[config.mk]
export PLATFORM = sky130hd
export DESIGN_NAME = keypad_scanner
export DESIGN_NICKNAME = d
export VERILOG_FILES = /design/src/rtl/keypad_scanner.sv
export SDC_FILE = /design/constraint.sdc
export NUM_CORES = 1
export LEC_CHECK = 0
export ABC_CLOCK_PERIOD_IN_PS = 1800
export CAP_MARGIN = 15
export CORE_ASPECT_RATIO = 1.4
export CORE_MARGIN = 3
export CORE_UTILIZATION = 52
export DETAILED_ROUTE_END_ITERATION = 8
export PLACE_DENSITY = 0.77
export SLEW_MARGIN = 20
export SYNTH_ARGS = -nofsm -noshare
export SYNTH_HDL_FRONTEND = slang
export SYNTH_SLANG_ARGS = --single-unit
[constraint.sdc]
create_clock -name clk -period 1.8 [get_ports clk]
set_input_delay 0.36 -clock clk [delete_from_list [all_inputs] [get_ports clk]]
set_output_delay 0.36 -clock clk [all_outputs]
set_load 0.03 [all_outputs]
[src/rtl/keypad_scanner.sv]
// keypad_scanner: row-strobed matrix keypad scanner with a two-flop column
// synchroniser, press/release debounce, a one-clock key_valid strobe and a
// key_held level. One row is driven low at a time. While a key is held, the
// scanner stays locked on that key until it has been released.
module keypad_scanner #(
    parameter int ROWS     = 4,
    parameter int COLS     = 4,
    parameter int SCAN_DIV = 4,
    parameter int DEBOUNCE = 8,
    parameter int KEY_W    = $clog2(ROWS*COLS)
) (
    input  logic             clk,
    input  logic             rst_n,
    input  logic [COLS-1:0]  col_n,
    output logic [ROWS-1:0]  row_n,
    output logic [KEY_W-1:0] key,
    output logic             key_valid,
    output logic             key_held
);

    localparam int RW  = (ROWS > 1) ? $clog2(ROWS) : 1;
    localparam int CW  = (COLS > 1) ? $clog2(COLS) : 1;
    localparam int DW  = $clog2(SCAN_DIV);
    localparam int DBW = $clog2(DEBOUNCE);

    typedef enum logic [1:0] {
        S_SCAN,
        S_DEBOUNCE,
        S_PRESSED,
        S_RELEASE
    } state_t;

    state_t           state_q, state_d;
    logic [COLS-1:0]  col_meta_q, col_sync_q;
    logic [RW-1:0]    row_q, row_d;
    logic [CW-1:0]    col_q, col_d;
    logic [DW-1:0]    dwell_q, dwell_d;
    logic [DBW-1:0]   deb_q, deb_d;
    logic [KEY_W-1:0] key_q, key_d;
    logic             valid_q, valid_d;
    logic             held_q, held_d;

    logic             any_low;
    logic [CW-1:0]    low_idx;
    logic             sel_high;
    logic [RW-1:0]    row_adv;

    // Two-flop synchroniser for the asynchronous column lines; idles high.
    always_ff @(posedge clk) begin
        if (!rst_n) begin
            col_meta_q <= '1;
            col_sync_q <= '1;
        end else begin
            col_meta_q <= col_n;
            col_sync_q <= col_meta_q;
        end
    end

    // Lowest-index closed column on the current sample, and next row index.
    always_comb begin
        any_low = ~&col_sync_q;
        low_idx = '0;
        for (int i = COLS - 1; i >= 0; i--) begin
            if (!col_sync_q[i]) begin
                low_idx = CW'(i);
            end
        end
        sel_high = col_sync_q[col_q];
        row_adv  = (row_q == RW'(ROWS - 1)) ? '0 : row_q + 1'b1;
    end

    // Next-state logic: scan dwell, press debounce, hold lockout, release debounce.
    always_comb begin
        state_d = state_q;
        row_d   = row_q;
        col_d   = col_q;
        dwell_d = dwell_q;
        deb_d   = deb_q;
        key_d   = key_q;
        valid_d = 1'b0;
        held_d  = held_q;
        case (state_q)
            S_SCAN: begin
                if (dwell_q == DW'(SCAN_DIV - 1)) begin
                    if (any_low) begin
                        col_d   = low_idx;
                        deb_d   = '0;
                        state_d = S_DEBOUNCE;
                    end else begin
                        row_d   = row_adv;
                        dwell_d = '0;
                    end
                end else begin
                    dwell_d = dwell_q + 1'b1;
                end
            end
            S_DEBOUNCE: begin
                if (sel_high) begin
                    state_d = S_SCAN;
                    row_d   = row_adv;
                    dwell_d = '0;
                end else if (deb_q == DBW'(DEBOUNCE - 1)) begin
                    state_d = S_PRESSED;
                    key_d   = KEY_W'(row_q) * KEY_W'(COLS) + KEY_W'(col_q);
                    valid_d = 1'b1;
                    held_d  = 1'b1;
                end else begin
                    deb_d = deb_q + 1'b1;
                end
            end
            S_PRESSED: begin
                if (sel_high) begin
                    deb_d   = '0;
                    state_d = S_RELEASE;
                end
            end
            S_RELEASE: begin
                if (!sel_high) begin
                    state_d = S_PRESSED;
                end else if (deb_q == DBW'(DEBOUNCE - 1)) begin
                    held_d  = 1'b0;
                    state_d = S_SCAN;
                    row_d   = row_adv;
                    dwell_d = '0;
                end else begin
                    deb_d = deb_q + 1'b1;
                end
            end
            default: begin
                state_d = S_SCAN;
            end
        endcase
    end

    // State and datapath registers.
    always_ff @(posedge clk) begin
        if (!rst_n) begin
            state_q <= S_SCAN;
            row_q   <= '0;
            col_q   <= '0;
            dwell_q <= '0;
            deb_q   <= '0;
            key_q   <= '0;
            valid_q <= 1'b0;
            held_q  <= 1'b0;
        end else begin
            state_q <= state_d;
            row_q   <= row_d;
            col_q   <= col_d;
            dwell_q <= dwell_d;
            deb_q   <= deb_d;
            key_q   <= key_d;
            valid_q <= valid_d;
            held_q  <= held_d;
        end
    end

    // One-hot-low row drive decoded from the registered row index.
    for (genvar gi = 0; gi < ROWS; gi++) begin : g_row
        assign row_n[gi] = (row_q != RW'(gi));
    end

    assign key       = key_q;
    assign key_valid = valid_q;
    assign key_held  = held_q;

endmodule

==> metrics.md <==
| Metric | Value |
|---|---|
| Outcome | `completed` |
| Ys flop type | `dfxtp_1` |
| GRT overflow | `0` |
| Vias per cell | `about 5.3` |
| CP endpoint | `key[1]` |
| DIE AREA | `0.00275 mm^2` |
| Clock transition at path regs | `~0.13 ns` |
| Global-route wire length before repair | `around 3200 um` |
| Final min period | `approximately 1.7 ns` |
| Post-Syn Area | `about 0.0011 mm^2` |
| PnR Total Power | `961 uW` |
| Worst hold slack | `approximately 0.42 ns` |
| #FFs+latches synth | `25` |
| Class of the worst hold path | `reg -> reg` |
| Synth warnings | `0` |
| Worst r2r path cells | `4` |
| Largest family of logic cells by synthesized area | `simple AND/OR/NAND/NOR gates` |
| Gpl congestion | `around 0.7` |
| Clock Latency Late Sink | `between 0.3 and 0.4 ns` |
| CP Buf/Inv Count | `1` |
| DP Area | `~0.0013 mm^2` |
| Top cells by count, synth | `dfxtp_1 (25), nand2_1 (12), inv_1 (10), nand2b_1 (10), ha_1 (8)` |
| Worst R2R End | `deb_q[0]` |
| Critical-path cell list | `clkdlybuf4s50_1` |
| Slew Viols, Final | `0` |
| Number of flops mapped to enable cells by yosys | `0` |
| Top post-synthesis cells by area | `dfxtp_1 (45%), ha_1 (9.0%), mux2i_1 (6.3%), nand2b_1 (5.6%), nand2_1 (4.0%)` |
| Max Clk Rate | `a little under 600 MHz` |
| Rows | `19` |
| Vias | `approximately 820` |
| Actual slew at the worst max-slew pin | `just over 0.4 ns` |
| Mux contribution to synthesized area | `8.29%` |
| Mean post-synth cell area | `9.72 um^2` |
| Cell area after layout | `0.00134 mm^2` |
| H-tree lvl count | `1` |
| Endpoint class of the critical path | `primary output` |
| GR Util All Layers | `around 16%` |
| Initial antenna violation count | `0` |
| Largest net degree at the start of global routing | `19` |
| Clock Skews | `about 0.0012 ns` |
| Cell family with most CP delay | `buffers and inverters` |
| Drt first pass iters | `4` |
| Worst reg2reg setup slack | `0.09 ns` |
| Leading area contributor after synthesis | `dfxtp_1` |
| CP Class | `reg -> out` |
| CP Launch Type | `flop` |
| Final Hold Vio Count | `0` |
| Vert. Die Dim | `60.8 um` |
| # diodes | `0` |
| Largest stage delay, worst path | `0.67 ns` |
| CTS Buf Count | `3` |
| Area delta synth->final | `19.8%` |
| Critical Path Start | `key[1]` |
| P_leak | `between 0.0005 and 0.0006 uW` |
| Final wirelength | `roughly 1800 um` |
| Compound-cell area share of the yosys netlist | `under 10%` |
| Seq/Total Area, Yosys | `~45%` |
| Tcrit/Tclk final | `~95%` |
| RSZ-0062 raised after global routing | `yes` |
| Port Buf Inserts | `15` |
| WP data required | `between 1 and 1.5 ns` |
| DRC Markers | `0` |
| CP max-delay cell | `clkdlybuf4s50_1` |
| Count leader, synth | `dfxtp_1` |
| Post-synth top area share | `between 40 and 50%` |
| Simple logic cell fraction of the synthesized area | `23.5%` |
| Starting DRT DRC Count | `16` |
| Initial Utilization | `~56%` |
| CP Max Fanout | `2` |
| DP Wirelength | `1420 um` |
| Worst-case clock buffer depth | `2` |
| Core box area | `0.00200 mm^2` |
| Reg2reg start | `col_q[0]` |
| Vias in the first global route | `760` |
| Post-CTS setup buffer count | `0` |
| Instance count on the critical path | `1` |
| Asr flop ratio synth | `0%` |
| Xor and xnor area share after synthesis | `0%` |
| PnR worst setup slack | `between 0.09 and 0.1 ns` |
| Routed length per placed instance | `~12 um` |
| Final setup violation count | `0` |
| CTS tree | `done` |
| Die Span X | `roughly 45 um` |
| Post-DRT Antenna Nets | `0` |
| CP arrival | `1.35 ns` |
| Root Driver | `clkbuf_4` |
| Nets | `~150` |
| Count of different cell masters after synthesis | `28` |
| Layout cells sized above 1 | `15.8%` |
| Syn nets | `about 130` |
| Rel. slew slack | `just over 70%` |
| Adder-Cell Fraction of Synth Area | `approximately 9%` |
| Number of max-cap violations | `0` |
| Cell count after synthesis | `around 120` |
| Clock Sink Count | `25` |
| I/O Pins | `16` |
| Pwr dens | `around 720 mW/mm^2` |
| Peak supply drop | `approximately 570 uV` |
| Worst slack at placement | `about 0.050 ns` |
[what timing repair did]
item                       4_1_cts  5_1_grt
hold endpoints to repair         0        0
setup endpoints to repair        4       11
hold buffers                     0        0
gates resized for setup          9        4
pin swaps                        0        2
[worst min path at each step]
stage | startpoint | end | depth (start not counted)
global placement | col_meta_q[1] | col_sync_q[1] | 1
finish | col_meta_q[3] | col_sync_q[3] | 1
detailed placement | col_meta_q[2] | col_sync_q[2] | 1
CTS | col_meta_q[3] | col_sync_q[3] | 1
floorplan | col_meta_q[0] | col_sync_q[0] | 1
global route | col_meta_q[2] | col_sync_q[2] | 1
[metrics by stage]
step / instances / TNS, ns / utilization, %
finish: 154 / 0 / 67.0
global route: 154 / -0.00469 / 67.0
CTS: 154 / 0 / 66.9
detailed placement: 150 / 0 / 65.4
global placement: 150 / 0 / 65.4
floorplan: 115 / 0 / -
[final cells by class]
type | instances | area (um^2)
clock inverter | 1 | 7.51
clock buffer | 3 | 22.5
multi-input combinational | 75 | 566
sequential | 25 | 503
tap | 21 | 26.3
fill | 179 | 658
timing repair buffer | 19 | 176
inverter | 10 | 37.5
[flip-flops by register name (all words and copies together), names as in the netlist, named ones only]
signal,flops
row_q,2
deb_q,3
key,4
col_q,2
key_held,1
state_q,1
key_valid,1
dwell_q,2
col_meta_q,4
col_sync_q,4
[layout by cell type (no fill, tap or decap), types with 2 or more instances in the layout]
cell type | synthesis | layout
inv_1 | 10 | 10
dfxtp_2 | 0 | 2
clkdlybuf4s15_2 | 0 | 2
o21ai_0 | 3 | 3
nor3_1 | 3 | 3
ha_1 | 8 | 8
clkbuf_4 | 0 | 3
dfxtp_1 | 25 | 23
a211oi_1 | 2 | 2
mux2i_1 | 7 | 7
clkdlybuf4s50_1 | 0 | 11
a21oi_1 | 4 | 4
or3_1 | 2 | 2
nor2_1 | 6 | 6
nand3_1 | 4 | 4
nand2_1 | 12 | 12
nand2b_1 | 10 | 10
buf_4 | 0 | 4
[kinds of logic (layout without fill, tap and decap cells)]
family,count (synthesis),count (layout)
compound gates,14,14
fa+ha+maj,8,8
buf+inv,15,33
flops,25,25
mux,8,8
simple gates,45,45
[where the power goes]
part | switching (uW) | internal, uW
Sequential | 19.0 | 577
Combinational | 60.8 | 58.2
Clock | 162 | 84.7
[per-layer routing]
layer	vias to the layer above	GRT usage, %	share of wire (%)
met5	-	0	0
li1	426	-	-
met2	14	27.5	54
met4	0	7.53	1.2
met1	379	19.0	41
met3	2	2.67	3.9
Note: power is estimated with default switching activity, not from simulation.
==> edit 1 (config.mk and constraints unchanged) <==
Set the parameter `DEBOUNCE` to 4 (it was 8).
--- a/src/rtl/keypad_scanner.sv
+++ b/src/rtl/keypad_scanner.sv
@@ -6,7 +6,7 @@
     parameter int ROWS     = 4,
     parameter int COLS     = 4,
     parameter int SCAN_DIV = 4,
-    parameter int DEBOUNCE = 8,
+    parameter int DEBOUNCE = 4,
     parameter int KEY_W    = $clog2(ROWS*COLS)
 ) (
     input  logic             clk,
Check against the original RTL: not equivalent (a bounded check fails within 10 cycles, from zero or initial values and one cycle with rst_n low).
==> edit 1 against the original RTL <==
- synthesized cell count is 0.87% lower
- worst setup slack got worse by 0.032 ns
- wire length is 5.6% higher
- maximum frequency fell by 1.9%
- design area fell by 1.6%
- via count shrank 0.24%
- sequential cell count shrank 1
- synthesized area shrank 2.0%
- power grew 12%
- critical path type is now reg -> reg
- largest cell class unchanged
- highest routed layer unchanged
==> edit 1: results <==
group,metric,value,unit
power,p_leak,0.523,nW
clock_tree,clockBufferDepth,2,
drt,wl,1900,microns
critical_path,cp_slowest_cell,"mux4_2",
synth,synthArstFlopShare,0,%
clock_tree,clk_pin_slew,0.13,ns
synth,netlist_top_cells_count,"24 x dfxtp_1, 10 x inv_1, 9 x a21oi_1, 9 x nand2b_1, 8 x nor2_1",
status,outcome,"completed",
worst_hold_path,hold_class,"reg -> reg",
critical_path,cp_slowest_stage_delay,0.60,ns
drt,dr.pass1.iters,3,
power,p_int,0.790,mW
placement,dp_hpwl,1450,microns
drt,post_drt_wl_per_cell,12.3,microns
grt,grtUsageTotal,17.2,%
synth,yosys-top-cells-area,"dfxtp_1 44%, ha_1 6.9%, mux2i_1 5.5%, nand2b_1 5.1%, a21oi_1 4.1%",
clock_tree,cts_buffers,3,
synth,ys_warn_count,0,
synth,yosysSeqAreaShare,43.9,%
drt,drt_iter0_drc,16,
clock_tree,clk-insertion-delay-late,0.31,ns
placement,pre_cts_ws,0.0169,ns
placement,port_buffers,15,
grt,grt_start_max_net_pins,15,
placement,gp_congestion,0.818,
synth,synthesis.nets,126,
clock_tree,cts_root_buf,"clkbuf_4",
synth,syn_inst,114,
grt,grt_pass1_vias,798,
power,vdd_drop_max,645,uV
finish,nNetsFinal,146,
critical_path,cp_max_fo,4,
grt,grt_pass1_wl,3390,microns
clock_tree,htree_levels,1,
timing,tightest_slew,0.464,ns
grt,antenna_found_initial,0,
drt,num_vias,819,
timing,hold_viol,0,
timing,fin_worst_skew,0.00422,ns
placement,dpl-instance-area,1270,sq um
synth,yosysUniqueCellTypes,29,
finish,drive_gt1_share,15.0,%
finish,diodes,0,
-- edit 1: changes by cell type in the layout (fill, tap and decap cells not counted), sizes merged, moves of 2 or more --
cell   before  now
ha          8    6
nor3b       1    3
nor2b       0    2
nand2      12    7
nor3        4    1
nand3       4    7
a21oi       5    9
o21ai       4    2
-- edit 1: final cells by class --
class	count	area [sq um]
fill	160	656
sequential	24	484
inverter	10	37.5
tap	21	26.3
clock buffer	4	36.3
timing repair buffer	20	190
multi-input combinational	75	543
-- edit 1: final timing paths --
kind,startpoint,to,slack [ns],depth (start not counted)
setup reg to reg,col_q[0],deb_q[1],0.06,5
setup / recovery,col_q[0],deb_q[1],0.06,5
hold reg to reg,col_meta_q[1],col_sync_q[1],0.42,1
hold / removal,col_meta_q[1],col_sync_q[1],0.42,1
-- edit 1: critical path: cells and delay by family, from the launching register on --
| kind | cells | cell delay (ns) |
|---|---|---|
| buf+inv | 1 | 0.19 |
| mux | 2 | 0.73 |
| compound gates | 1 | 0.24 |
| flops | 1 | 0.37 |
| simple gates | 1 | 0.12 |
-- edit 1: repair_timing --
item	CTS	global route
endpoints found under the setup margin	4	8
pin swaps	0	0
setup buffers	0	1
cloned	0	0
resized for setup	10	3
endpoints found under the hold margin	0	0
hold buffers	0	0
-- edit 1: logic make-up after synthesis --
group	synth area share, %
flip-flops	43.9
multiplexers	7.54
XOR/XNOR	1.49
AO/OA/AOI/OAI	10.2
adder cells (fa/ha/maj)	6.86
AND/OR/NAND/NOR	23.5
buffers and inverters	6.51
-- edit 1: power groups by stage --
stage                     Clock (mW)  Combinational [mW]  Sequential [mW]
after floorplan                    0               0.135            0.602
after global placement             0               0.187            0.605
after detailed placement           0               0.198            0.608
after CTS                      0.286               0.201            0.598
after global routing           0.307               0.225            0.604
final                          0.281               0.199            0.599
-- edit 1: stage by stage --
stage / hold slack (ns) / setup TNS [ns]
after floorplan: 0.386 / 0
after global placement: 0.391 / 0
after detailed placement: 0.396 / 0
after CTS: 0.426 / 0
after global routing: 0.440 / -0.0529
final: 0.422 / 0
-- edit 1: routing by layer --
metal	track usage, %	share of wire [%]	up-vias
met5	0	0	-
met4	9.21	1.7	0
met3	3.92	3.2	4
met2	29.2	52	14
met1	19.4	43	375
li1	-	-	426
==> edit 2 (config.mk and constraints unchanged) <==
Made on the original files. Remove the register `valid_q`: a continuous assignment takes its place, so the output `key_valid` follows one clock earlier.
--- a/src/rtl/keypad_scanner.sv
+++ b/src/rtl/keypad_scanner.sv
@@ -141,7 +141,6 @@
             dwell_q <= '0;
             deb_q   <= '0;
             key_q   <= '0;
-            valid_q <= 1'b0;
             held_q  <= 1'b0;
         end else begin
             state_q <= state_d;
@@ -150,10 +149,11 @@
             dwell_q <= dwell_d;
             deb_q   <= deb_d;
             key_q   <= key_d;
-            valid_q <= valid_d;
             held_q  <= held_d;
         end
     end
+
+    assign valid_q = valid_d;
 
     // One-hot-low row drive decoded from the registered row index.
     for (genvar gi = 0; gi < ROWS; gi++) begin : g_row
Function: same outputs for any inputs over 10 cycles, from zero or initial values and one cycle with rst_n low; that may be too few to reach the edited logic, so the function may still have changed.
==> edit 2 against the original RTL <==
- the flow now finishes with violations (setup timing)
- worst setup slack worse by 0.22 ns
- sequential cell count is 1 lower
- synthesized area is 2.0% higher
- critical endpoint is now key_valid
- clock power is 57% higher
- design area is 4.6% higher
- power is 15% higher
- wire length is 19% higher
- maximum frequency is 11% lower
- largest cell class unchanged
==> edit 2: results <==
group,metric,value,unit
finish,nNetsFinal,154,
grt,grtUsageTotal,16.6,%
worst_hold_path,whs_endpoint,"col_sync_q[2]",
synth,netlist_top_cells_count,"24 x dfxtp_1, 13 x nand2_1, 10 x inv_1",
clock_tree,cts_root_buf,"clkbuf_4",
drt,num_vias,902,
finish,drive_gt1_share,18.0,%
critical_path,reg2reg_slack,-0.09,ns
grt,overflow,0,
status,failed_checks,"setup timing",
synth,yosys-top-cells-area,"dfxtp_1 42%, ha_1 8.8%, nand2b_1 4.9%, nand2_1 4.3%, nand3_1 4.0%",
critical_path,cp_slowest_cell,"mux4_2",
power,p_leak,0.561,nW
critical_path,cp_slowest_stage_delay,0.56,ns
power,p_switching,0.255,mW
worst_hold_path,hold_class,"reg -> reg",
synth,yosysUniqueCellTypes,32,
synth,yosysSeqAreaShare,42.2,%
timing,setup_viol,6,
synth,synthArstFlopShare,0,%
clock_tree,clockBufferDepth,2,
timing,layout_setup_ws,-0.127,ns
placement,gp_congestion,0.782,
synth,synthesis.nets,132,
placement,pre_cts_ws,0.0460,ns
clock_tree,cts_buffers,3,
grt,grt_pass1_vias,797,
timing,tightest_slew,0.527,ns
status,outcome,"finished with violations",
finish,fillerInstances,152,
critical_path,r2r-end,"state_q[0]",
worst_hold_path,hp-start,"col_meta_q[2]",
critical_path,r2r-start,"col_q[0]",
critical_path,r2r_cells,6,
power,vdd_drop_max,733,uV
grt,antenna_found_initial,0,
timing,tns,-0.384,ns
grt,grt_start_max_net_pins,32,
drt,drt_iter0_drc,19,
placement,dp_hpwl,1460,microns
critical_path,cp_max_fo,3,
placement,port_buffers,15,
synth,synth_flop_cell,"dfxtp_1",
timing,fin_worst_skew,0.00139,ns
grt,grt_pass1_wl,3370,microns
drt,post_drt_wl_per_cell,13.4,microns
critical_path,critPathArrivalTime,1.57,ns
[edit 2: through the flow]
stage | cell area, sq um | hold WS, ns | cells | power, mW
after floorplan | 1150 | 0.386 | 118 | 0.680
after global placement | 1280 | 0.390 | 151 | 0.708
after detailed placement | 1280 | 0.395 | 151 | 0.719
after CTS | 1360 | 0.426 | 156 | 1.11
after global routing | 1400 | 0.440 | 160 | 1.16
final | 1400 | 0.421 | 160 | 1.11
[edit 2: how the worst max path moves through the flow]
stage / startpoint / end / slack, ns
floorplan: col_q[0] / key_valid / 0.10
global placement: col_q[0] / key_valid / 0.08
detailed placement: col_q[0] / key_valid / 0.05
CTS: col_q[0] / key_valid / -0.13
global route: col_q[0] / key_valid / -0.18
finish: col_q[0] / key_valid / -0.13
[edit 2: layout make-up]
class                   instances  area share [%]
multi-input cells              79            42.5
flip-flops and latches         24            34.6
repair buffers                 22            14.6
inverters                      10            2.68
clock inverters                 1            2.14
well taps                      21            1.88
clock buffers                   3            1.61
[edit 2: logic make-up after synthesis]
group,after synthesis,synth area share [%]
buffers and inverters,15,8.23
AOI/OAI and AO/OA,19,11.3
muxes,5,5.49
DFF,24,42.2
adders and majority gates,8,8.78
and+or+nand+nor,47,24.0
[edit 2: power by group through the flow]
stage | registers [mW] | clock network (mW) | logic (mW)
after detailed placement | 0.588 | 0 | 0.131
after floorplan | 0.581 | 0 | 0.0982
final | 0.576 | 0.389 | 0.141
after global placement | 0.585 | 0 | 0.123
after CTS | 0.576 | 0.398 | 0.133
after global routing | 0.580 | 0.418 | 0.157
[edit 2: metal layers]
| layer | up-vias | wire [microns] | share of wire, % | GRT usage (%) |
|---|---|---|---|---|
| met5 | - | 0 | 0 | 0 |
| met1 | 414 | 878 | 41 | 18.3 |
| met4 | 0 | 131 | 6.1 | 15.5 |
| met2 | 25 | 1050 | 49 | 26.9 |
| met3 | 15 | 76 | 3.6 | 2.05 |
| li1 | 448 | - | - | - |
[edit 2: timing repair]
| item | CTS | global route |
|---|---|---|
| endpoints found under the setup margin | 5 | 10 |
| resized for setup | 12 | 5 |
| setup buffers | 1 | 4 |
| pin swaps | 1 | 2 |
| hold endpoints to repair | 0 | 0 |
[edit 2: critical path: cells and delay by family, from the launching register on]
| kind | cells | cell delay, ns |
|---|---|---|
| multiplexers | 1 | 0.56 |
| AND/OR/NAND/NOR | 1 | 0.16 |
| buffers and inverters | 1 | 0.15 |
| flip-flops | 1 | 0.37 |
